===== config.mk =====
export PLATFORM = sky130hd
export DESIGN_NAME = title_reveal_ctrl
export DESIGN_NICKNAME = d
export VERILOG_FILES = /design/src/rtl/title_pkg.sv /design/src/rtl/title_anim_fsm.sv /design/src/rtl/title_reveal_ctrl.sv
export SDC_FILE = /design/constraint.sdc
export NUM_CORES = 1
export LEC_CHECK = 0
export CAP_MARGIN = 20
export CORE_MARGIN = 2
export CORE_UTILIZATION = 55
export DETAILED_ROUTE_END_ITERATION = 8
export DONT_BUFFER_PORTS = 1
export PLACE_DENSITY = 0.79
export SYNTH_ARGS = -nofsm -noshare
export SYNTH_HDL_FRONTEND = slang
export SYNTH_SLANG_ARGS = --single-unit

===== constraint.sdc =====
create_clock -name clk -period 3.03 [get_ports clk]
set_clock_uncertainty 0.15 [all_clocks]
set_input_delay 0.606 -clock clk [delete_from_list [all_inputs] [get_ports clk]]
set_output_delay 0.606 -clock clk [all_outputs]
set_load 0.005 [all_outputs]

===== src/rtl/title_pkg.sv =====
// Shared definitions for the title-screen reveal controller.
// State encodings, default sprite geometry and the blanking colour.
package title_pkg;

    typedef enum logic [1:0] {
        S_IDLE  = 2'd0,
        S_WIPE  = 2'd1,
        S_BLINK = 2'd2,
        S_SHOW  = 2'd3
    } state_t;

    localparam int IMG_W_DEF = 584;
    localparam int IMG_H_DEF = 64;
    localparam logic [11:0] BLANK_COLOR = 12'h000;

endpackage


===== src/rtl/title_anim_fsm.sv =====
// Frame-based animation sequencer: wipe reveal, blink, then steady show.
// All state advances on frame_tick; start restarts from any state.
module title_anim_fsm
    import title_pkg::*;
#(
    parameter int IMG_W        = IMG_W_DEF,
    parameter int WIPE_STEP    = 8,
    parameter int BLINK_FRAMES = 15,
    parameter int BLINK_COUNT  = 3
) (
    input  logic       clk,
    input  logic       reset,
    input  logic       start,
    input  logic       frame_tick,
    output logic [9:0] reveal_col,
    output logic       visible,
    output logic       busy,
    output logic       done,
    output logic       idle
);

    state_t      state, state_n;
    logic [9:0]  reveal_n;
    logic        vis_n;
    logic [7:0]  frame_cnt, frame_n;
    logic [7:0]  toggle_cnt, toggle_n;
    logic        done_n;
    logic [10:0] sum;

    always_comb begin
        state_n  = state;
        reveal_n = reveal_col;
        vis_n    = visible;
        frame_n  = frame_cnt;
        toggle_n = toggle_cnt;
        done_n   = 1'b0;
        sum      = 11'(reveal_col) + 11'(WIPE_STEP);
        // start has priority over a coincident frame_tick
        if (start) begin
            state_n  = S_WIPE;
            reveal_n = '0;
            vis_n    = 1'b1;
            frame_n  = '0;
            toggle_n = '0;
        end else if (frame_tick) begin
            case (state)
                S_WIPE: begin
                    if (sum >= 11'(IMG_W)) begin
                        reveal_n = 10'(IMG_W);
                        state_n  = S_BLINK;
                        frame_n  = '0;
                        toggle_n = '0;
                    end else begin
                        reveal_n = sum[9:0];
                    end
                end
                S_BLINK: begin
                    if (frame_cnt == 8'(BLINK_FRAMES - 1)) begin
                        frame_n  = '0;
                        vis_n    = ~visible;
                        toggle_n = toggle_cnt + 8'd1;
                        if (toggle_n == 8'(2 * BLINK_COUNT)) begin
                            state_n = S_SHOW;
                            done_n  = 1'b1;
                        end
                    end else begin
                        frame_n = frame_cnt + 8'd1;
                    end
                end
                default: ;
            endcase
        end
    end

    always_ff @(posedge clk) begin
        if (reset) begin
            state      <= S_IDLE;
            reveal_col <= '0;
            visible    <= 1'b1;
            frame_cnt  <= '0;
            toggle_cnt <= '0;
            done       <= 1'b0;
        end else begin
            state      <= state_n;
            reveal_col <= reveal_n;
            visible    <= vis_n;
            frame_cnt  <= frame_n;
            toggle_cnt <= toggle_n;
            done       <= done_n;
        end
    end

    assign busy = (state == S_WIPE) || (state == S_BLINK);
    assign idle = (state == S_IDLE);

endmodule


===== src/rtl/title_reveal_ctrl.sv =====
// Title window address generator and 3-stage recolour pipe around the
// external fill ROM; animation sequencing lives in title_anim_fsm.
module title_reveal_ctrl
    import title_pkg::*;
#(
    parameter int          X0           = 28,
    parameter int          Y0           = 100,
    parameter int          IMG_W        = IMG_W_DEF,
    parameter int          IMG_H        = IMG_H_DEF,
    parameter int          WIPE_STEP    = 8,
    parameter int          BLINK_FRAMES = 15,
    parameter int          BLINK_COUNT  = 3,
    parameter logic [11:0] FILL_COLOR   = 12'hFC0,
    parameter logic [11:0] BG_COLOR     = 12'h000
) (
    input  logic        clk,
    input  logic        reset,
    input  logic        start,
    input  logic        frame_tick,
    input  logic        video_on,
    input  logic [9:0]  x,
    input  logic [9:0]  y,
    output logic [7:0]  rom_row,
    output logic [9:0]  rom_col,
    input  logic [11:0] fill_data,
    output logic [11:0] pixel_color,
    output logic        busy,
    output logic        done
);

    logic [9:0]  reveal_col;
    logic        visible;
    logic        idle;
    logic [10:0] xw, yw;
    logic        in_win;
    logic [7:0]  row_off;
    logic [9:0]  col_off;
    logic        shown;
    logic        shown1, von1;
    logic        shown2, von2;

    title_anim_fsm #(
        .IMG_W        (IMG_W),
        .WIPE_STEP    (WIPE_STEP),
        .BLINK_FRAMES (BLINK_FRAMES),
        .BLINK_COUNT  (BLINK_COUNT)
    ) u_fsm (
        .clk        (clk),
        .reset      (reset),
        .start      (start),
        .frame_tick (frame_tick),
        .reveal_col (reveal_col),
        .visible    (visible),
        .busy       (busy),
        .done       (done),
        .idle       (idle)
    );

    assign xw      = {1'b0, x};
    assign yw      = {1'b0, y};
    assign in_win  = video_on
                  && xw >= 11'(X0) && xw < 11'(X0 + IMG_W)
                  && yw >= 11'(Y0) && yw < 11'(Y0 + IMG_H);
    assign row_off = 8'(y - 10'(Y0));
    assign col_off = x - 10'(X0);
    // Reveal compare uses the column before it is registered
    assign shown   = in_win && (col_off < reveal_col) && visible && !idle;

    always_ff @(posedge clk) begin
        if (reset) begin
            rom_row     <= '0;
            rom_col     <= '0;
            shown1      <= 1'b0;
            von1        <= 1'b0;
            shown2      <= 1'b0;
            von2        <= 1'b0;
            pixel_color <= '0;
        end else begin
            rom_row <= in_win ? row_off : 8'd0;
            rom_col <= in_win ? col_off : 10'd0;
            shown1  <= shown;
            von1    <= video_on;
            shown2  <= shown1;
            von2    <= von1;
            if (!von2)
                pixel_color <= BLANK_COLOR;
            else if (shown2 && (fill_data != 12'd0))
                pixel_color <= FILL_COLOR;
            else
                pixel_color <= BG_COLOR;
        end
    end

endmodule


# --- Yosys cells after proc, flatten, opt, wreduce, memory -nomap -nowiden ---
# Cells that the tools add are included.
classes:
  multipliers: 0
  shifts: 0
  div: 0
  addsub: 5
  n_bitwise: 6
  magnitude_cmp: 6
  n_reduce_logical: 25
  n_eq_ne: 10
  muxes: 14
op_table:
  columns: ["cell", "count"]
  rows:
  - ["case mux 8 bit (2 select lines)", 2]
  - ["2-to-1 mux 8 bit", 3]
  - ["adder 8 x 1 -> 8 bit (second input constant)", 2]
  - ["2-to-1 mux 12 bit", 1]
  - ["nonzero test 12 bit", 1]
  - ["adder 10 x 4 -> 11 bit (second input constant)", 1]
  - ["greater-or-equal comparator 11 x 10 -> 1 bit (second input constant)", 1]
  - ["greater-or-equal comparator 10 x 5 -> 1 bit (second input constant)", 1]
  - ["greater-or-equal comparator 10 x 7 -> 1 bit (second input constant)", 1]
  - ["less-than comparator 10 bit", 1]
  - ["less-than comparator 10 bit (second input constant)", 1]
  - ["less-than comparator 10 x 8 -> 1 bit (second input constant)", 1]
  - ["2-to-1 mux 10 bit", 1]
  - ["AND reduction 5 bit", 2]
  - ["subtractor 10 x 5 -> 10 bit (second input constant)", 1]
  - ["!= test 3 x 2 -> 1 bit (second input constant)", 3]
  - ["== test 8 x 3 -> 1 bit (second input constant)", 1]
  - ["== test 8 x 4 -> 1 bit (second input constant)", 1]
  - ["logical AND 1 bit", 8]
  - ["subtractor 8 x 7 -> 8 bit (second input constant)", 1]
  - ["2-to-1 mux 2 bit", 3]
  - ["!= test 2 x 1 -> 1 bit (second input constant)", 3]
  - ["inverter 1 bit", 6]
  - ["AND reduction 3 bit", 2]
  - ["other kinds (13)", 18]
totals:
  in_bits: 37
  ramBits: 0
  ff_bits: 64
  rom_bits: 0
  memories: 0
  latch_bits: 0

# --- Depth between registers and ports, before layout ---
# Gate-level depths: netlist (run 1).
logic_depth:
  depth_word: 8
  mapped_depth: 11

# --- By module ---
# A second synthesis (run 1) with hierarchy kept.
hier_totals:
  hier_cells: 346
  hier_area_um2: 3001.6
by_module_without_submodules:
  columns: ["mod", "area_each_um2", "seq_area_each_um2", "instances", "cells_each"]
  rows:
  - ["title_anim_fsm", 1687.9, 540.5, 1, 204]
  - ["title_reveal_ctrl", 1313.8, 460.4, 1, 142]

# --- Worst setup path after synthesis (run 1) ---
# OpenSTA, ideal clock, no wires.
synth_path:
  path_kind: "in2reg"
  start: "in x[2]"
  end: "reg shown1"
  slack_ns: 0.701
  stages: 10
  setup_time_ns: 0.070
  required_time_ns: 2.810
  arrival_time_ns: 2.109
  n_path_buf: 0
  cell_sequence: "inv_1 ha_1 ha_1 o21a_1 o21a_1 o21a_1 o21a_1 o21ai_0 nand2b_1 a21oi_1"
synth_via:
  word_cells_on_any_way: 11
synth_rtl:
  columns: ["element", "line_no", "text"]
  rows:
  - ["start: declaration", "title_reveal_ctrl.sv:21", "input logic [9:0] x,"]
  - ["subtractor 10 x 5 -> 10 bit", "title_reveal_ctrl.sv:65", "assign col_off = x - 10'(X0);"]
  - ["named net col_off[3]", "title_reveal_ctrl.sv:37", "logic [9:0] col_off;"]
  - ["less-than comparator 10 bit", "title_reveal_ctrl.sv:67", "assign shown = in_win && (col_off < reveal_col) && visible && !idle;"]
  - ["logical AND 1 bit (3 in series)", "title_reveal_ctrl.sv:67", null]
  - ["end signal: assignment", "title_reveal_ctrl.sv:81", "shown1 <= shown;"]
  - ["end: declaration", "title_reveal_ctrl.sv:39", "logic shown1, von1;"]
# The timed path passes the listed nets, and every way through them passes these cells.
# A chain may end at the register's enable or synchronous reset.

# --- Worst setup path after layout (run 1) ---
layout_path:
  start: "reg u_fsm.reveal_col[3]"
  end: "reg u_fsm.frame_cnt[2]"
layout_via:
  elab_chain_cells: 4
layout_lines:
  columns: ["element", "line_no", "text"]
  rows:
  - ["start: declaration", "title_anim_fsm.sv:15", "output logic [9:0] reveal_col,"]
  - ["start signal: assignment", "title_anim_fsm.sv:85", "reveal_col <= reveal_n;"]
  - ["adder 10 x 4 -> 11 bit", "title_anim_fsm.sv:37", "sum = 11'(reveal_col) + 11'(WIPE_STEP);"]
  - ["greater-or-equal comparator 11 x 10 -> 1 bit", "title_anim_fsm.sv:48", "if (sum >= 11'(IMG_W)) begin"]
  - ["!= test 2 x 1 -> 1 bit (no source line)", null, null]
  - ["AND reduction 3 bit (no source line)", null, null]
  - ["end signal: assignment", "title_anim_fsm.sv:87", "frame_cnt <= frame_n;"]
  - ["end: declaration", "title_anim_fsm.sv:25", "logic [7:0] frame_cnt, frame_n;"]
# No other way between the ends.

==> flow_metrics.env, run 1 <==
export IMPL_outcome="finished clean"
export IMPL_dp_hpwl_um=3974
export IMPL_overflow=0
export IMPL_numPortBuffers=0
export IMPL_setup_tns_ns=0
export IMPL_wirelength_um=5384
export IMPL_clockBufferDepth=2
export IMPL_dr_total_vias=2246
export IMPL_wl_per_cell_um=13.70
export IMPL_syn_to_final_growth_pct=2.369
export IMPL_drt_iter0_markers=79
export IMPL_finalNetCount=381
export IMPL_post_route_drc_count=0
export IMPL_ir_drop_mv=0.2325
export IMPL_worstReg2RegEnd="u_fsm.frame_cnt[2]"
export IMPL_ff2ff_path_depth=8
export IMPL_maxSlewViolCount=0
export IMPL_path_cells="ha_1 > nand3_1 > nor2_1 > xnor2_1 > o221ai_4 > o211a_1 > o21ai_0 > a32o_1"
export IMPL_ant_nets=0
export IMPL_slowest_stage="dfxtp_1"
export IMPL_initial_utilization_pct=58.10
export IMPL_cts_root_buf="clkbuf_8"
export IMPL_row_count=25
export IMPL_vias_per_cell=5.715
export IMPL_die_y_um=75.34
export IMPL_maxCapViolCount=0
export IMPL_power_w=0.001254
export IMPL_path_clk_slew_ns=0.10
export IMPL_clock_latency_ns=0.31
export IMPL_grt_first_pass_wirelength_um=8907
export IMPL_io_pins=69
export IMPL_worst_slack_ns=0.5321
export IMPL_final_common_cell="dfxtp_1"
export IMPL_arrival_ns=2.56
export IMPL_synth_cell_types=51
export IMPL_n_antenna_cell=0
export IMPL_finalHoldViolations=0
export IMPL_synth_cells=336
export IMPL_ctsResizeCount=0
export IMPL_critPathKind="register to register"
export IMPL_slew_headroom_pct=43.96
export IMPL_die_area_sq_um=5675
export IMPL_hold_depth=1
export IMPL_path_delay_family="compound AO/OA/AOI/OAI gates"
export IMPL_required_ns=3.10
export IMPL_r2r_slack_ns=0.53
export IMPL_fin_crit_ns=2.498
export IMPL_track_usage_pct=20.08
export IMPL_crit_fanout=10
export IMPL_hp_class="primary input to register"
export IMPL_gp_congestion=0.8607
export IMPL_static_leakage_power_nw=1.052
export IMPL_holdPathEnd="rom_col[2]"
export IMPL_fp_coreArea_sq_um=4817
export IMPL_die_w_um=75.34
export IMPL_ys_seq_area_share_pct=35.76
export IMPL_period_share_pct=82.44
export IMPL_cpPeakStageDelay_ns=0.44
export IMPL_min_delay_start="x[2]"
export IMPL_htreeDepth=2
export IMPL_post_place_ws_ns=0.5639
export IMPL_grt_pass1_vias=2045
export IMPL_rsz0062_at_grt="no"
export IMPL_hold_buffers=0
export IMPL_ys_warn_count=0
export IMPL_critPathLaunchType="register"
export IMPL_setup_viol_count_final=0
export IMPL_numCtsBuffers=5
export IMPL_firstDrtPassIters=4
export IMPL_final_cell_mix="dfxtp_1, nor2_1, nand2_1, nand3_1, a21oi_1"
export IMPL_syn_cell_area_sq_um=2799
export IMPL_power_per_cell_area_nw_per_um2=437.7
export IMPL_fillers=445
export IMPL_cts_tree="done"
export IMPL_cts_setup_buffers=0
export IMPL_max_freq_ghz=0.4003
export IMPL_cts_sinks=50
export IMPL_crit_path_end_kind="register"
export IMPL_r2r_start="u_fsm.reveal_col[3]"
export IMPL_antenna_found_initial=0
export IMPL_worstMarginPinSlew_ns=0.8376
export IMPL_avgSynthCellArea_sq_um=8.330
export IMPL_ys_seq_elements=50
export IMPL_grt_max_degree=23
export IMPL_worst_path_buf_inv=0
export IMPL_layout_drive_gt1_share_pct=4.908
[worst register-to-register path: stages, from the launching register on]
cell	delay, ns
dfxtp_1	0.44
ha_1	0.31
nand3_1	0.12
nor2_1	0.27
xnor2_1	0.15
o221ai_4	0.20
o211a_1	0.36
o21ai_0	0.14
a32o_1	0.27
[synthesized netlist by cell type (all sizes together)]
library cell	n	area (sq um)
inv	20	75.07
xor2	7	61.31
a32o	6	60.06
o21ai	17	85.08
a21boi	1	7.510
and3	8	55.05
o221ai	1	26.28
or2	1	6.260
a2bb2oi	1	8.760
buf	17	133.9
a31oi	2	12.51
xnor2	7	61.31
and4	2	20.02
nand3	22	110.1
and2	9	58.81
or4b	1	10.01
a311oi	2	17.52
o31ai	3	22.52
o211a	1	10.01
a221oi	1	8.760
clkbuf	7	26.28
o2111a	1	12.51
nor2b	10	62.56
nor4	6	37.54
nor3b	4	30.03
nand2b	4	25.02
nor2	26	97.59
conb	1	3.750
nor4b	2	17.52
a31o	1	8.760
o21a	5	37.54
ha	19	237.7
nand2	25	93.84
nor3	11	55.05
nand3b	4	30.03
or3	1	6.260
dfxtp	50	1001
a21oi	22	110.1
o211ai	1	7.510
nand4	3	18.77
clkinv	1	3.750
nand4b	2	17.52
a21o	1	7.510
[through the flow]
stage | instances | utilization (%) | cell area, sq um | hold slack (ns)
6_report | 393 | 59.48 | 2865 | 0.1952
5_1_grt | 393 | 59.48 | 2865 | 0.1888
4_1_cts | 393 | 59.48 | 2865 | 0.1904
3_5_place_dp | 385 | 57.06 | 2749 | 0.2724
3_3_place_gp | 385 | 57.06 | 2749 | 0.2632
2_1_floorplan | 341 | - | 2818 | 0.2497
[how the worst max path moves through the flow]
stage                                   start  depth (start not counted)                 end  slack [ns]
after floorplan                          x[2]                         10              shown1        0.70
after global placement                   x[2]                         10              shown1        0.62
after detailed placement                 x[2]                         10              shown1        0.56
after CTS                 u_fsm.reveal_col[3]                          8  u_fsm.frame_cnt[4]        0.56
after global routing      u_fsm.reveal_col[3]                          8  u_fsm.frame_cnt[4]        0.32
final                     u_fsm.reveal_col[3]                          8  u_fsm.frame_cnt[2]        0.53
[area by class of cell]
| class | instances | area, sq um | share of cell area (%) |
|---|---|---|---|
| Tap cell | 67 | 83.83 | 2.926 |
| Clock buffer | 5 | 68.82 | 2.402 |
| Inverter | 21 | 78.83 | 2.751 |
| Clock inverter | 3 | 47.55 | 1.659 |
| Multi-Input combinational cell | 246 | 1578 | 55.07 |
| Sequential cell | 50 | 1001 | 34.93 |
| Timing Repair Buffer | 1 | 7.507 | 0.2620 |
[where the power goes]
group	internal [W]	switching [W]
Clock	0.000251	0.000244
Sequential	0.000661	0.00000281
Combinational	0.0000384	0.0000577
Total	0.000950	0.000304
[registers in the layout, summed over array words and instances, names as in the netlist]
register	flops
von1	1
von2	1
rom_row	8
u_fsm.done	1
rom_col	10
u_fsm.reveal_col	7
u_fsm.frame_cnt	8
shown2	1
pixel_color	1
u_fsm.state	2
shown1	1
u_fsm.toggle_cnt	8
u_fsm.visible	1
[layer usage]
layer  up-vias  part of all wire, %  global-route usage (%)
li1       1136                    -                       -
met1      1044                   44                   25.78
met2        60                   50                   33.82
met3         6                  4.7                   3.704
met4         0                  1.2                   7.212
met5         -                    0                       0
[logic make-up (layout without fill, tap and decap cells)]
family | count (synthesis) | count (layout) | synth area share [%]
buffers and inverters | 45 | 30 | 8.538
XOR/XNOR | 14 | 14 | 4.381
adder cells (fa/ha/maj) | 19 | 19 | 8.494
flip-flops | 50 | 50 | 35.76
AO/OA/AOI/OAI | 66 | 66 | 15.83
other | 1 | 6 | 0.1340
AND/OR/NAND/NOR | 141 | 141 | 26.87
Power figures use the tool's default switching activity.
==> inputs of run 2 (changes only) <==
- ABC_AREA: unset -> 1
- PLACE_DENSITY: 0.79 -> 0.82
- clock period: 3.03 -> 2.2 ns (I/O delays scaled with it)
==> run 2 against run 1 <==
  * Core utilization grew 0.23 points
  * Sequential share of layout area shrank 2.3 points
  * Clock power grew 15%
  * Non-clock buffer count grew 3
  * Count of clock-buffer cells in the layout is the same
  * Synthesized area grew 5.9%
  * Routed wire length grew 6.4%
  * Sequential power grew 39%
  * Worst hold slack lost 0.16 ns
  * Setup slack lost 0.34 ns
  * Die area grew 5.6%
  * Largest cell class unchanged
==> flow_metrics.env, run 2 <==
export IMPL_outcome="finished clean"
export IMPL_async_reset_ff_share_pct=0
export IMPL_synth_area_top_cells="dfxtp_1, nand2_1, inv_1"
export IMPL_arrival_ns=2.07
export IMPL_ctsResizeCount=0
export IMPL_worst_slack_ns=0.1931
export IMPL_cts_root_buf="clkbuf_8"
export IMPL_regMostFlops="rom_col"
export IMPL_clockBufferDepth=2
export IMPL_overflow=0
export IMPL_final_common_cell="nand2_1"
export IMPL_path_clk_slew_ns=0.10
export IMPL_ant_nets=0
export IMPL_r2r_slack_ns=0.19
export IMPL_synth_edf_count=0
export IMPL_max_freq_ghz=0.4983
export IMPL_maxCapViolCount=0
export IMPL_avgSynthCellArea_sq_um=6.893
export IMPL_synth_most_common_cell="nand2_1"
export IMPL_io_pins=69
export IMPL_static_leakage_power_nw=1.403
export IMPL_finalNetCount=485
export IMPL_drt_iter0_markers=119
export IMPL_numCtsBuffers=5
export IMPL_cts_setup_buffers=0
export IMPL_syn_to_final_growth_pct=3.546
export IMPL_die_w_um=77.41
export IMPL_fillers=513
export IMPL_multi_input_area_sq_um=1589
export IMPL_wirelength_um=5727
export IMPL_ys_seq_area_share_pct=33.77
export IMPL_initial_utilization_pct=57.67
export IMPL_synth_top_area_share_pct=33.77
export IMPL_htreeDepth=2
export IMPL_post_route_drc_count=0
export IMPL_ys_seq_elements=50
export IMPL_hp_class="primary input to register"
export IMPL_track_usage_pct=19.64
export IMPL_fin_crit_ns=2.007
export IMPL_yosys_top_cells_count="nand2_1, inv_1, nor2_1, dfxtp_1, nand3_1"
export IMPL_syn_cell_area_sq_um=2964
export IMPL_wl_per_cell_um=11.45
export IMPL_antenna_found_initial=0
export IMPL_synth_ff_type="dfxtp_1"
export IMPL_numPlacedInstances=492
export IMPL_layout_drive_gt1_share_pct=8.605
export IMPL_numPortBuffers=0
export IMPL_rsz0062_at_grt="no"
export IMPL_ys_warn_count=0
export IMPL_clock_latency_ns=0.31
export IMPL_dp_hpwl_um=4470
export IMPL_final_cell_mix="nand2_1, inv_1, nor2_1, dfxtp_1, nand3_1"
export IMPL_synth_top_cell_by_area="dfxtp_1"
export IMPL_post_place_ws_ns=0.1119
export IMPL_fp_coreArea_sq_um=5140
export IMPL_die_area_sq_um=5992
export IMPL_cts_tree="done"
export IMPL_setup_tns_ns=0
export IMPL_gp_congestion=0.8856
export IMPL_maxSlewViolCount=0
export IMPL_power_per_cell_area_nw_per_um2=550.2
export IMPL_hold_buffers=0
export IMPL_crit_fanout=13
export IMPL_ff_latch_area_sq_um=1001
export IMPL_ir_drop_mv=0.3257
export IMPL_synth_cells=430
export IMPL_critPathKind="register to register"
export IMPL_period_share_pct=91.22
export IMPL_row_count=26
export IMPL_grt_max_degree=19
export IMPL_power_w=0.001689
export IMPL_n_antenna_cell=0
export IMPL_setup_viol_count_final=0
export IMPL_grt_first_pass_wirelength_um=9791
export IMPL_finalHoldViolations=0
export IMPL_dr_total_vias=2594
export IMPL_required_ns=2.26
export IMPL_firstDrtPassIters=4
export IMPL_largest_register_ffs=10
export IMPL_critPathLaunchType="register"
export IMPL_fin_cells=500
export IMPL_die_y_um=77.41
export IMPL_crit_path_end_kind="register"
export IMPL_cts_sinks=50
export IMPL_grt_pass1_vias=2485
export IMPL_synth_cell_types=37
export IMPL_vias_per_cell=5.188
-- run 2: cell types whose count changed after synthesis, moves of 9 or more --
cell     change
nand3_1      +9
o21ai_1     -10
nor3_1      -10
inv_1       +48
nand2_1     +62
nor2b_1     -10
nor2_1      +34
-- run 2: power by group --
group | switching, W | leakage, nW | internal (W)
Sequential | 0.00000823 | 0.404 | 0.000916
Clock | 0.000333 | 0.0491 | 0.000235
Combinational | 0.000128 | 0.950 | 0.0000684
-- run 2: cells by family after synthesis --
logic type      share of synthesized area [%]
compound gates                          7.978
xor+xnor                                3.546
fa+ha+maj                               8.020
buf+inv                                 13.25
flops                                   33.77
other cells                            0.1265
simple gates                            33.31
-- run 2: per-layer routing --
| layer | up-vias | global-route usage [%] | share of wire [%] |
|---|---|---|---|
| met5 | - | 0 | 0 |
| met4 | 0 | 7.143 | 2.1 |
| met3 | 13 | 5.233 | 5.5 |
| met2 | 59 | 35.91 | 50 |
| met1 | 1180 | 21.72 | 42 |
| li1 | 1342 | - | - |
-- run 2: final timing paths --
| check | start | end | depth (start not counted) |
|---|---|---|---|
| max | u_fsm.reveal_col[4] | u_fsm.toggle_cnt[3] | 12 |
| min | x[2] | rom_col[2] | 1 |
| max reg2reg | u_fsm.reveal_col[4] | u_fsm.toggle_cnt[3] | 12 |
| min reg2reg | von1 | von2 | 2 |
-- run 2: metrics by stage --
stage          util, %  instance area [sq um]  hold WS [ns]
5_1_grt          59.71                   3069       0.02199
6_report         59.71                   3069       0.03370
4_1_cts          59.71                   3069       0.02104
2_1_floorplan        -                   2983        0.2383
3_5_place_dp     57.86                   2974        0.2474
3_3_place_gp     57.86                   2974        0.2435
-- run 2: cell type report --
cell class,instances,area share [%]
Clock buffer,5,2.242
Clock inverter,3,0.8561
Inverter,71,8.683
Multi-Input combinational cell,297,51.77
Sequential cell,50,32.61
Tap cell,70,2.854
Timing Repair Buffer,4,0.9784
-- run 2: worst max-delay path, stage by stage, from the launching register on --
cell and delay (ns):
dfxtp_1 0.43, ha_1 0.25, nand3_1 0.09, nand2_1 0.07, nand2_1 0.06, nor2_1 0.14, nand3_2 0.10, nand2_4 0.11
nand2_4 0.13, nand2_4 0.18, nand2_1 0.08, o21ai_1 0.08, nor2_1 0.05
==> inputs of run 3 (changes only) <==
==> constraint.sdc (replaced) <==
create_clock -name clk -period 2.2 [get_ports clk]
set_clock_uncertainty 0.15 [all_clocks]
set_input_delay 0 -clock clk [delete_from_list [all_inputs] [get_ports clk]]
set_output_delay 0 -clock clk [all_outputs]
set_load 0.005 [all_outputs]
==> run 3 against run 2 <==
  * Setup slack worse by 0.058 ns
  * Routed wire length increased by 38%
  * Count of clock-buffer cells in the layout is 1 higher
  * Via count increased by 13%
  * Critical path type is now primary input to register
  * Fmax is 2.8% lower
  * Design area grew 13%
  * Sequential share of layout area fell by 3.9 points
  * Register-to-register slack hardly changed
  * Largest cell class unchanged
==> flow_metrics.env, run 3 (synthesis gave the netlist of run 2 again) <==
export IMPL_numCtsBuffers=5
export IMPL_final_cell_mix="nand2_1, inv_1, nor2_1, dfxtp_1, dlygate4sd3_1"
export IMPL_cts_sinks=50
export IMPL_fin_crit_ns=2.065
export IMPL_wl_per_cell_um=14.67
export IMPL_gp_congestion=0.8349
export IMPL_ant_nets=0
export IMPL_hold_depth=5
export IMPL_firstDrtPassIters=4
export IMPL_rsz0062_at_grt="no"
export IMPL_min_delay_start="x[7]"
export IMPL_htreeDepth=2
export IMPL_fin_cells=540
export IMPL_fp_coreArea_sq_um=5140
export IMPL_clock_latency_ns=0.31
export IMPL_clockBufferDepth=2
export IMPL_dp_hpwl_um=4589
export IMPL_maxCapViolCount=0
export IMPL_drt_iter0_markers=178
export IMPL_finalNetCount=524
export IMPL_finalHoldViolations=0
export IMPL_cpPeakStageDelay_ns=0.56
export IMPL_max_freq_ghz=0.4843
export IMPL_placed_area_sq_um=2974
export IMPL_outcome="finished clean"
export IMPL_numPlacedInstances=492
export IMPL_wirelength_um=7923
export IMPL_power_per_cell_area_nw_per_um2=518.7
export IMPL_worstReg2RegEnd="u_fsm.toggle_cnt[3]"
export IMPL_numPortBuffers=0
export IMPL_dr_total_vias=2929
export IMPL_cts_root_buf="clkbuf_8"
export IMPL_path_clk_slew_ns=0.10
export IMPL_critPathLaunchType="primary input"
export IMPL_antenna_found_initial=1
export IMPL_ir_drop_mv=0.3166
export IMPL_grt_max_degree=19
export IMPL_maxSlewViolCount=0
export IMPL_setup_viol_count_final=0
export IMPL_static_leakage_power_nw=1.589
export IMPL_path_delay_family="buffers and inverters"
export IMPL_syn_to_final_growth_pct=17.52
export IMPL_layout_drive_gt1_share_pct=9.168
export IMPL_post_route_cell_area_sq_um=3483
export IMPL_final_common_cell="nand2_1"
export IMPL_cts_tree="done"
export IMPL_die_y_um=77.41
export IMPL_initial_utilization_pct=57.67
export IMPL_io_pins=69
export IMPL_holdPathEnd="shown1"
export IMPL_post_route_drc_count=0
export IMPL_r2r_start="u_fsm.reveal_col[4]"
export IMPL_worst_path_buf_inv=2
export IMPL_required_ns=2.28
export IMPL_critPathKind="primary input to register"
export IMPL_r2r_slack_ns=0.18
export IMPL_track_usage_pct=25.87
export IMPL_largest_register_ffs=10
export IMPL_setup_tns_ns=0
export IMPL_cp_startpoint="y[8]"
export IMPL_grt_pass1_vias=2771
export IMPL_arrival_ns=2.14
export IMPL_overflow=0
export IMPL_regMostFlops="rom_col"
export IMPL_grt_first_pass_wirelength_um=12480
export IMPL_hp_class="primary input to register"
export IMPL_crit_fanout=18
export IMPL_crit_path_frequent_cell="dlygate4sd3_1"
export IMPL_ff2ff_path_depth=12
export IMPL_vias_per_cell=5.424
export IMPL_period_share_pct=93.86
export IMPL_row_count=26
export IMPL_die_w_um=77.41
export IMPL_die_area_sq_um=5992
export IMPL_slowest_stage="dlygate4sd3_1"
export IMPL_path_cells="dlygate4sd3_1 > nor2_1 > dlygate4sd3_1 > o211ai_1 > a21oi_1 > nand3_2 > nor3_1"
export IMPL_crit_path_end_kind="register"
-- run 3: cell count changes in the layout (fill, tap and decap cells not counted), sizes merged --
cell,change
diode,+1
buf,+1
dlymetal6s4s,+2
clkinv,+1
inv,-2
clkbuf,+1
dlygate4sd3,+36
-- run 3: metal layers --
metal / wire length, um / vias to the layer above / track usage, %
li1: - / 1417 / -
met1: 2961 / 1359 / 26.41
met2: 4053 / 118 / 47.04
met3: 505 / 35 / 6.744
met4: 401 / 0 / 15.54
met5: 0 / - / 0
-- run 3: stage by stage --
stage | hold slack (ns) | worst slack, ns | utilization (%) | total power, W
6_report | 0.1078 | 0.1350 | 67.77 | 0.001807
5_1_grt | 0.1279 | 0.0005855 | 67.72 | 0.001884
4_1_cts | 0.04694 | 0.2207 | 67.02 | 0.001776
3_5_place_dp | -0.07596 | 0.2380 | 57.86 | 0.001141
3_3_place_gp | -0.07747 | 0.2870 | 57.86 | 0.001134
2_1_floorplan | -0.07882 | 0.4734 | - | 0.001114
-- run 3: worst max path at each step --
stage	end	slack, ns	cells past startpoint
final	rom_col[4]	0.13	7
after global routing	shown1	0.0006	15
after CTS	shown1	0.22	11
after global placement	u_fsm.frame_cnt[2]	0.29	11
after detailed placement	u_fsm.toggle_cnt[3]	0.24	12
after floorplan	u_fsm.toggle_cnt[3]	0.47	12
-- run 3: worst reg2reg max path: stages (launching register included) --
cell and delay (ns):
dfxtp_1 0.42, ha_1 0.25, nand2_1 0.07, clkinv_1 0.10, nand3_1 0.09, nand2_1 0.09
nand3b_2 0.12, nand2_4 0.13, nand2_4 0.12, nand2_4 0.18, nand2_1 0.08, o21ai_1 0.07
nor2_1 0.04
-- run 3: report_power, final --
group	switching, W	total [W]	internal, W
clock network	0.000328	0.000587	0.000260
logic	0.000172	0.000294	0.000122
registers	0.00000905	0.000925	0.000916
-- run 3: area by class of cell --
class / instances / area (sq um)
fill: 424 / 1657
multi-input combinational: 297 / 1603
sequential: 50 / 1001
timing repair buffer: 43 / 422.9
inverter: 71 / 266.5
tap: 70 / 87.58
clock buffer: 6 / 82.58
clock inverter: 2 / 17.52
antenna: 1 / 2.502
-- run 3: what timing repair did --
action / 4_1_cts / 5_1_grt
buffers inserted: 0 / 1
hold buffers: 37 / 1
endpoints found under the hold margin: 50 / 1
setup endpoints to repair: 0 / 1
gates resized for setup: 0 / 7
